File: src/rtl/mips_imem_ctrl.sv
// Instruction memory controller: boot-load from a host port, then serve fetches.
// Optional macro IMEM_BOUND_CHECK_EN: fault fetches beyond the loaded word count.
module mips_imem_ctrl #(
    parameter int ADDR_W = 8,
    parameter int DATA_W = 32
) (
    input  logic              clk,
    input  logic              reset,
    input  logic              ld_start,
    input  logic              ld_valid,
    input  logic [DATA_W-1:0] ld_data,
    input  logic              ld_last,
    output logic              ld_ready,
    output logic [ADDR_W:0]   ld_count,
    output logic              loading,
    input  logic              cpu_req,
    input  logic [31:0]       cpu_pc,
    output logic              cpu_ack,
    output logic [DATA_W-1:0] cpu_instr,
    output logic              cpu_fault,
    output logic [ADDR_W-1:0] mem_addr,
    output logic              mem_we,
    output logic [DATA_W-1:0] mem_wdata,
    input  logic [DATA_W-1:0] mem_rdata
);

    typedef enum logic [1:0] {
        S_LOAD,
        S_RUN_IDLE,
        S_RUN_WAIT,
        S_RUN_RESP
    } state_t;

    localparam logic [ADDR_W-1:0] WPTR_MAX = '1;

    state_t            state_q, state_d;
    logic [ADDR_W-1:0] wptr_q, wptr_d;
    logic [ADDR_W:0]   ld_count_q, ld_count_d;
    logic [DATA_W-1:0] cpu_instr_q, cpu_instr_d;
    logic              cpu_fault_q, cpu_fault_d;
    logic              out_of_range;

    // Fetch range check: beyond the array, optionally beyond the loaded image.
    always_comb begin
        out_of_range = |cpu_pc[31:ADDR_W];
`ifdef IMEM_BOUND_CHECK_EN
        if (cpu_pc >= 32'(ld_count_q)) begin
            out_of_range = 1'b1;
        end
`endif
    end

    // Next-state, loader write path and fetch response logic.
    always_comb begin
        state_d     = state_q;
        wptr_d      = wptr_q;
        ld_count_d  = ld_count_q;
        cpu_instr_d = cpu_instr_q;
        cpu_fault_d = cpu_fault_q;
        ld_ready    = 1'b0;
        loading     = 1'b0;
        mem_we      = 1'b0;
        mem_addr    = cpu_pc[ADDR_W-1:0];
        mem_wdata   = ld_data;
        unique case (state_q)
            S_LOAD: begin
                ld_ready = !reset;
                loading  = 1'b1;
                mem_addr = wptr_q;
                if (ld_valid && !reset) begin
                    mem_we     = 1'b1;
                    wptr_d     = wptr_q + ADDR_W'(1);
                    ld_count_d = ld_count_q + (ADDR_W + 1)'(1);
                    if (ld_last || wptr_q == WPTR_MAX) begin
                        state_d = S_RUN_IDLE;
                    end
                end
            end
            S_RUN_IDLE, S_RUN_RESP: begin
                // A reload request wins; a coincident fetch stays pending.
                if (ld_start) begin
                    state_d    = S_LOAD;
                    wptr_d     = '0;
                    ld_count_d = '0;
                end else if (cpu_req) begin
                    if (out_of_range) begin
                        cpu_instr_d = '0;
                        cpu_fault_d = 1'b1;
                        state_d     = S_RUN_RESP;
                    end else begin
                        state_d = S_RUN_WAIT;
                    end
                end else begin
                    state_d = S_RUN_IDLE;
                end
            end
            S_RUN_WAIT: begin
                cpu_instr_d = mem_rdata;
                cpu_fault_d = 1'b0;
                state_d     = S_RUN_RESP;
            end
            default: begin
                state_d = S_LOAD;
            end
        endcase
    end

    // State and response registers with synchronous reset.
    always_ff @(posedge clk) begin
        if (reset) begin
            state_q     <= S_LOAD;
            wptr_q      <= '0;
            ld_count_q  <= '0;
            cpu_instr_q <= '0;
            cpu_fault_q <= 1'b0;
        end else begin
            state_q     <= state_d;
            wptr_q      <= wptr_d;
            ld_count_q  <= ld_count_d;
            cpu_instr_q <= cpu_instr_d;
            cpu_fault_q <= cpu_fault_d;
        end
    end

    assign cpu_ack   = (state_q == S_RUN_RESP);
    assign cpu_instr = cpu_instr_q;
    assign cpu_fault = cpu_fault_q;
    assign ld_count  = ld_count_q;

endmodule

File: config.mk
export PLATFORM = sky130hd
export DESIGN_NAME = mips_imem_ctrl
export DESIGN_NICKNAME = d
export VERILOG_FILES = /design/src/rtl/mips_imem_ctrl.sv
export SDC_FILE = /design/constraint.sdc
export NUM_CORES = 1
export LEC_CHECK = 0
export CAP_MARGIN = 20
export CELL_PAD_IN_SITES_DETAIL_PLACEMENT = 0
export CELL_PAD_IN_SITES_GLOBAL_PLACEMENT = 1
export CORE_MARGIN = 2
export CORE_UTILIZATION = 26
export DETAILED_ROUTE_END_ITERATION = 8
export HOLD_SLACK_MARGIN = 0.06
export PLACE_DENSITY_LB_ADDON = 0.1
export SLEW_MARGIN = 20
export SYNTH_ARGS = -nofsm -noshare
export SYNTH_HDL_FRONTEND = slang
export SYNTH_SLANG_ARGS = --single-unit
export TNS_END_PERCENT = 1
File: constraint.sdc
create_clock -name clk -period 3.12 [get_ports clk]
set_input_delay 0.468 -clock clk [delete_from_list [all_inputs] [get_ports clk]]
set_output_delay 0.468 -clock clk [all_outputs]
set_load 0.03 [all_outputs]
==> results of run 1 <==
[cell families after synthesis]
family	Yosys count	synth area share [%]
buffers and inverters	65	13.41
xor gates and xnor gates	15	4.677
and+or+nand+nor	147	26.24
AOI/OAI and AO/OA	56	14.52
DFF	52	37.06
adders and majority gates	2	0.8907
muxes	8	3.207
[worst min-delay path by stage]
stage	end	depth (start not counted)
floorplan	wptr_q[1]$_SDFFE_PP0P_	2
global placement	cpu_fault$_SDFFE_PP0P_	2
detailed placement	cpu_fault$_SDFFE_PP0P_	2
CTS	cpu_fault$_SDFFE_PP0P_	2
global route	cpu_fault$_SDFFE_PP0P_	2
finish	cpu_fault$_SDFFE_PP0P_	2
[final cells by class]
type	instances	area (um^2)
clock buffer	8	90.09
fill	1100	6391
inverter	3	11.26
multi-input combinational	228	1396
sequential	52	1041
tap	136	170.2
timing repair buffer	135	1316
[layer usage]
metal	vias to the layer above	track usage (%)	wire, um
met4	0	3.846	89
met5	-	0	0
li1	1378	-	-
met2	80	25.20	4294
met3	9	3.737	519
met1	1272	19.12	3844
[sequential cells by signal (all words and copies together), names as in the netlist, named ones only]
| name | cells |
|---|---|
| wptr_q | 8 |
| cpu_instr | 32 |
| cpu_fault | 1 |
| ld_count | 9 |
| state_q | 1 |
[power by group]
group	total (mW)	switching [mW]	leakage, nW	internal (mW)
Sequential	0.701	0.0209	0.420	0.680
Combinational	0.299	0.139	0.764	0.160
Clock	0.411	0.229	0.0455	0.182
Total	1.41	0.389	1.23	1.02
[through the flow]
stage	cell area, um^2	setup slack (ns)	hold WS [ns]	instances
2_1_floorplan	2809	1.197	0.4967	345
4_1_cts	4025	0.3974	0.4726	562
3_3_place_gp	3935	0.4290	0.4425	554
6_report	4025	0.4043	0.4712	562
5_1_grt	4025	0.3739	0.5025	562
3_5_place_dp	3935	0.4012	0.4487	554
[cell usage in the layout, fill, tap and decap left out, types with 2 or more instances in the layout]
| master | netlist | final |
|---|---|---|
| nor4_1 | 4 | 4 |
| a31oi_1 | 32 | 32 |
| clkbuf_1 | 21 | 2 |
| nor2_1 | 17 | 17 |
| a21oi_1 | 8 | 8 |
| nand3_1 | 37 | 37 |
| nand2_1 | 42 | 42 |
| nand4_1 | 33 | 33 |
| inv_1 | 3 | 3 |
| dfxtp_1 | 52 | 52 |
| or4_1 | 2 | 2 |
| ha_1 | 2 | 2 |
| nor2_2 | 2 | 2 |
| mux2_2 | 8 | 8 |
| buf_4 | 32 | 12 |
| nor3_1 | 2 | 2 |
| a211oi_2 | 4 | 4 |
| a2111oi_2 | 3 | 3 |
| xnor2_1 | 15 | 15 |
| a32oi_1 | 2 | 2 |
| o22a_1 | 2 | 2 |
| clkbuf_8 | 0 | 6 |
| clkdlybuf4s50_1 | 0 | 122 |
[critical path, cell delays in order]
cell and delay [ns]:
clkdlybuf4s50_1 0.54, or4b_4 0.48, inv_1 0.09, clkdlybuf4s50_1 0.67
==> flow_summary.yaml, run 1 <==
yosys:
  synth-seq-cells: 52
  ys_seq_area_share_pct: 37.06
  ys_types: 35
  syn_nets: 449
  synth_area_per_cell_um2: 8.142
  synthTopCellsByCount: "52 x dfxtp_1, 42 x nand2_1, 37 x nand3_1"
  yosys.area.top_type_share_pct: 37.06
  syn_inst: 345
  synth_warnings: 0
  yosys.area.top_type: "dfxtp_1"
  async_reset_ff_share_pct: 0
  synth_area_um2: 2809
  synthFlopType: "dfxtp_1"
  synth-edff-count: 0
  synth_area_leaders: "dfxtp_1 37%, buf_4 8.6%, nand4_1 7.3%"
  yosysMostFrequentCell: "dfxtp_1"
critical_path:
  reg2reg_depth: 4
  startpoint: "ld_valid"
  arrival_ns: 2.25
  rrSetupSlack_ns: 1.17
  required_ns: 2.65
  start_kind: "input pin"
  cp-end-kind: "output pin"
  endpoint: "mem_we"
  rr_startpoint: "state_q[0]$_SDFFE_PP0P_"
  crit_type: "in -> out"
  crit_path_max_fanout: 5
  r2r_end: "cpu_instr[22]$_SDFFE_PP0P_"
route:
  wire_per_inst_um: 15.57
  via_per_inst: 4.874
  drtAntennaViolNets: 0
  wirelength_mm: 8.748
  drc: 0
  first_pass_iters: 4
  drt_iter0_markers: 132
  vias: 2739
sta:
  fin_crit_ns: 2.716
  slew_violations: 0
  skew_ns: 0.005648
  fin_setup_tns_ns: 0
  slew_headroom_pct: 57.35
  post-route-period-util_pct: 87.04
  hold_viol_final: 0
  worstMarginPinSlew_ns: 0.6397
  max_freq_mhz: 368.2
  rsz0062_at_grt: "no"
  setup_violations: 0
global_route:
  grt_overflow: 0
  grt_pass1_vias: 2684
  grt_usage_pct: 14.96
  grt_max_degree: 35
  antenna_found_initial: 0
  grt_pass1_wl_mm: 13.98
pwr:
  power_density_nw_per_um2: 350.6
  p_leak_nw: 1.230
  ir_drop_v: 0.0001737
  p_total_mw: 1.411
min_path:
  hold_class: "reg -> reg"
  min_from: "cpu_fault$_SDFFE_PP0P_"
clock_network:
  cts-buffers-inserted: 5
  cts_htree_levels: 2
  postCtsSetupRepairBufs: 0
  cts_resized: 0
  cts_root_buffer: "clkbuf_8"
  clk_path_buf_depth: 2
  clock-sinks: 52
  clkSlewWorstSetupHoldPaths_ns: 0.09
  cts_tree: "built"
  holdBufCountCts: 0
  clk-insertion-delay-late_ns: 0.31
run_status:
  status: "completed"
placement:
  dp_hpwl_mm: 6.040
  portBuffers: 123
  gp_congestion: 0.7267
floorplan:
  rows: 37
  core-area_um2: 10420
  start_util_pct: 26.97
  dieArea_um2: 11650
  die_w_um: 107.9
  chipHeight_um: 107.9
  io_pins: 188
cells_and_area:
  final_util_pct: 38.64
  antenna-diode-count: 0
  nets: 529
  areaGrowthSynthToFinish_pct: 43.30
  drive_gt1_share_pct: 9.155
run:
  cap_violations: 0
Note: power is estimated with default switching activity, not from simulation.
==> inputs of run 2 (changes only) <==
CORE_MARGIN = not set   (was 2)
SKIP_CTS_REPAIR_TIMING = 1   (was not set)
==> flow_summary.yaml, run 2 (synthesis gave the netlist of run 1 again) <==
run_status:
  status: "completed"
placement:
  gp_congestion: 0.7339
  pre_cts_slack_ns: 0.6079
  dp_hpwl_mm: 5.922
  portBuffers: 123
  postPlaceCellArea_um2: 3933
  placed_cells: 550
clock_network:
  cts_root_buffer: "clkbuf_8"
  clkSlewWorstSetupHoldPaths_ns: 0.10
  cts-buffers-inserted: 5
  clk_path_buf_depth: 2
  clock-sinks: 52
  cts_tree: "built"
  clk-insertion-delay-late_ns: 0.32
  cts_htree_levels: 2
global_route:
  grt_usage_pct: 16.04
  antenna_found_initial: 0
  busiest_layer: "met2"
  grt_pass1_vias: 2734
  grt_overflow: 0
  use_met1_pct: 19.89
  grt_max_degree: 40
  grt_pass1_wl_mm: 14.31
  globalRouteMet2Util_pct: 27.08
  globalRouteMet3Util_pct: 4.598
sta:
  skew_ns: 0.01057
  setup_violations: 0
  setup_slack_ns: 0.2644
  hold_viol_final: 0
  fin_setup_tns_ns: 0
  fin_hold_ws_ns: 0.4740
  fin_crit_ns: 2.856
  slew_headroom_pct: 41.31
  rsz0062_at_grt: "no"
  slew_violations: 0
  max_freq_mhz: 350.2
  post-route-period-util_pct: 91.52
  worstMarginPinSlew_ns: 0.8772
floorplan:
  rows: 37
  die_w_um: 105.9
  io_pins: 188
  dieArea_um2: 11220
  core-area_um2: 10420
  chipHeight_um: 105.9
  start_util_pct: 26.97
min_path:
  hold_class: "reg -> reg"
critical_path:
  reg2reg_depth: 5
  r2r_end: "wptr_q[7]$_SDFFE_PP0P_"
  cp-end-kind: "output pin"
  crit_type: "reg -> out"
  rrSetupSlack_ns: 1.23
  start_kind: "flip-flop"
  arrival_ns: 2.39
  endpoint: "mem_addr[4]"
  crit_path_max_fanout: 12
  required_ns: 2.65
  rr_startpoint: "state_q[0]$_SDFFE_PP0P_"
route:
  drtAntennaViolNets: 0
  wirelength_mm: 8.859
  vias: 2754
  wire_per_inst_um: 15.88
  drc: 0
  drt_iter0_markers: 114
  first_pass_iters: 4
  via_per_inst: 4.935
cells_and_area:
  stdcell_count: 558
  layout_common_cells: "122 x clkdlybuf4s50_1, 52 x dfxtp_1, 42 x nand2_1"
  areaGrowthSynthToFinish_pct: 44.10
  final_common_cell: "clkdlybuf4s50_1"
  drive_gt1_share_pct: 8.768
  fillers: 1054
  stdcell_area_um2: 4048
  nets: 525
  largest_register_ffs: 32
  antenna-diode-count: 0
pwr:
  p_leak_nw: 1.233
  ir_drop_v: 0.0001948
  power_density_nw_per_um2: 369.5
run:
  cap_violations: 0
==> run 2: power by group <==
group | internal [mW] | switching (mW)
sequential | 0.680 | 0.0183
clock | 0.242 | 0.253
combinational | 0.159 | 0.143
total | 1.08 | 0.415
==> run 2: final cells by class <==
cell class	instances	area [um^2]	share of cell area (%)
multi-input combinational	228	1396	34.50
timing repair buffer	131	1314	32.46
sequential	52	1041	25.72
clock inverter	3	46.29	1.144
tap	136	170.2	4.204
inverter	3	11.26	0.2782
clock buffer	5	68.82	1.700
==> run 2: worst min-delay path by stage <==
stage,from,endpoint,cells past startpoint
finish,cpu_fault$_SDFFE_PP0P_,cpu_fault$_SDFFE_PP0P_,2
global route,cpu_fault$_SDFFE_PP0P_,cpu_fault$_SDFFE_PP0P_,2
CTS,cpu_fault$_SDFFE_PP0P_,cpu_fault$_SDFFE_PP0P_,2
detailed placement,cpu_fault$_SDFFE_PP0P_,cpu_fault$_SDFFE_PP0P_,2
global placement,cpu_fault$_SDFFE_PP0P_,cpu_fault$_SDFFE_PP0P_,2
floorplan,wptr_q[1]$_SDFFE_PP0P_,wptr_q[1]$_SDFFE_PP0P_,2
==> run 2: routing by layer <==
| metal | up-vias | part of all wire, % |
|---|---|---|
| met2 | 89 | 47 |
| met3 | 12 | 7.2 |
| li1 | 1379 | - |
| met5 | - | 0 |
| met4 | 0 | 1.0 |
| met1 | 1274 | 45 |
==> run 2: metrics by stage <==
step	power (mW)	util, %
floorplan	0.9285	-
global placement	1.017	37.75
detailed placement	1.017	37.75
CTS	1.521	38.86
global route	1.568	38.86
finish	1.496	38.86
==> run 2: worst max-delay path: stages (launching register included) <==
cell and delay (ns):
dfxtp_1 0.38, nor2_1 0.69, mux2_2 0.42, clkdlybuf4s50_1 0.60
==> inputs of run 3 (changes only) <==
CORE_MARGIN = 1.5   (was not set)
SLEW_MARGIN = not set   (was 20)
==> flow_summary.yaml, run 3 (synthesis gave the netlist of run 1 again) <==
cells_and_area:
  nets: 527
  layout_common_cells: "122 x clkdlybuf4s50_1, 52 x dfxtp_1, 42 x nand2_1"
  largest_register_ffs: 32
  fillers: 1102
  drive_gt1_share_pct: 8.726
  areaGrowthSynthToFinish_pct: 42.76
  antenna-diode-count: 0
  final_util_pct: 38.50
  final_common_cell: "clkdlybuf4s50_1"
critical_path:
  required_ns: 2.65
  cp_num_buf_inv: 3
  cp-end-kind: "output pin"
  cp_top_family: "buffers and inverters"
  crit_path_max_fanout: 5
  crit_chain: "clkdlybuf4s50_1 > or4b_4 > inv_1 > clkdlybuf4s50_1"
  crit_type: "in -> out"
  arrival_ns: 2.26
  cp_slowest_cell: "clkdlybuf4s50_1"
  start_kind: "input pin"
  cp_common_cell: "clkdlybuf4s50_1"
  max_stage_delay_ns: 0.68
floorplan:
  dieArea_um2: 11440
  die_w_um: 106.9
  chipHeight_um: 106.9
  rows: 37
  core-area_um2: 10420
  start_util_pct: 26.97
  io_pins: 188
pwr:
  p_leak_nw: 1.221
  seqPwrFrac_pct: 49.8
  p_comb_share_pct: 21.2
  power_density_nw_per_um2: 351.0
  power.share.switching_pct: 27.50
  p_int_mw: 1.021
  pwr-share-clk_pct: 29.0
  ir_drop_v: 0.0001807
  netSwitchingPower_mw: 0.3872
sta:
  worstMarginPinSlew_ns: 0.6526
  skew_ns: 0.003051
  max_freq_mhz: 366.9
  post-route-period-util_pct: 87.36
  slew_headroom_pct: 56.49
  setup_slack_ns: 0.3944
  fin_crit_ns: 2.726
  hold_viol_final: 0
  slew_violations: 0
  setup_violations: 0
  fin_setup_tns_ns: 0
  rsz0062_at_grt: "no"
route:
  wire_per_inst_um: 15.59
  drt_iter0_markers: 137
  wirelength_mm: 8.730
  vias: 2767
  first_pass_iters: 4
  via_per_inst: 4.941
  drc: 0
  drtAntennaViolNets: 0
placement:
  dp_hpwl_mm: 5.812
  portBuffers: 123
  gp_congestion: 0.7178
  pre_cts_slack_ns: 0.3998
clock_network:
  cts_root_buffer: "clkbuf_8"
  cts-buffers-inserted: 5
  clk-insertion-delay-late_ns: 0.30
  clock-sinks: 52
  cts_tree: "built"
  cts_htree_levels: 2
  clkSlewWorstSetupHoldPaths_ns: 0.09
  clk_path_buf_depth: 2
global_route:
  grt_pass1_vias: 2739
  grt_usage_pct: 14.86
  busiest_layer: "met2"
  grt_max_degree: 67
  grt_pass1_wl_mm: 13.61
  globalRouteMet3Util_pct: 4.316
  grt_overflow: 0
  use_met1_pct: 17.59
  globalRouteMet2Util_pct: 26.19
  antenna_found_initial: 0
min_path:
  hold_class: "reg -> reg"
run:
  cap_violations: 0
run_status:
  status: "completed"
==> run 3: cell count changes in the layout (fill, tap and decap cells not counted) <==
cell,previous run,this run
buf_2,0,1
clkbuf_1,0,2
clkinvlp_4,1,0
bufinv_16,1,0
clkbuf_8,5,6
buf_4,7,10
inv_6,1,0
buf_12,2,0
==> run 3: layout make-up <==
type,count,area [um^2],area share (%)
clock buffers,8,90.09,2.246
inverters,3,11.26,0.2808
repair buffers,133,1301,32.45
multi-input cells,228,1396,34.82
flip-flops and latches,52,1041,25.96
well taps,136,170.2,4.243
==> run 3: path summary, 6_finish.rpt <==
kind                            from                      to  slack [ns]  cells after the start
max                         ld_valid                  mem_we        0.39                      4
min           cpu_fault$_SDFFE_PP0P_  cpu_fault$_SDFFE_PP0P_        0.48                      2
max reg2reg  state_q[0]$_SDFFE_PP0P_  wptr_q[7]$_SDFFE_PP0P_        1.15                      4
min reg2reg   cpu_fault$_SDFFE_PP0P_  cpu_fault$_SDFFE_PP0P_        0.48                      2
==> run 3: power by group through the flow <==
stage	sequential [mW]	clock, mW	combinational [mW]
after floorplan	0.732	0	0.196
after global placement	0.717	0	0.301
after detailed placement	0.717	0	0.299
after CTS	0.702	0.425	0.301
after global routing	0.705	0.457	0.318
final	0.702	0.408	0.298
==> run 3: metal layers <==
| layer | vias up | part of all wire, % | routed length [um] |
|---|---|---|---|
| met2 | 92 | 49 | 4236 |
| met1 | 1295 | 44 | 3860 |
| met3 | 8 | 6.5 | 570 |
| met4 | 0 | 0.71 | 62 |
| met5 | - | 0 | 0 |
| li1 | 1372 | - | - |
==> run 3: metrics by stage <==
step	std cells	hold slack (ns)	instance area, um^2	power (mW)
2_1_floorplan	345	0.4967	2809	0.9285
3_3_place_gp	552	0.4409	3920	1.017
3_5_place_dp	552	0.4479	3920	1.016
4_1_cts	560	0.4795	4010	1.427
5_1_grt	560	0.4984	4010	1.480
6_report	560	0.4757	4010	1.408
==> run 3: worst reg2reg max path: stages, from the launching register on <==
cell and delay, ns:
dfxtp_1 0.61, nand2_1 0.50, a2111oi_2 0.54, xnor2_1 0.16, nor2_1 0.05
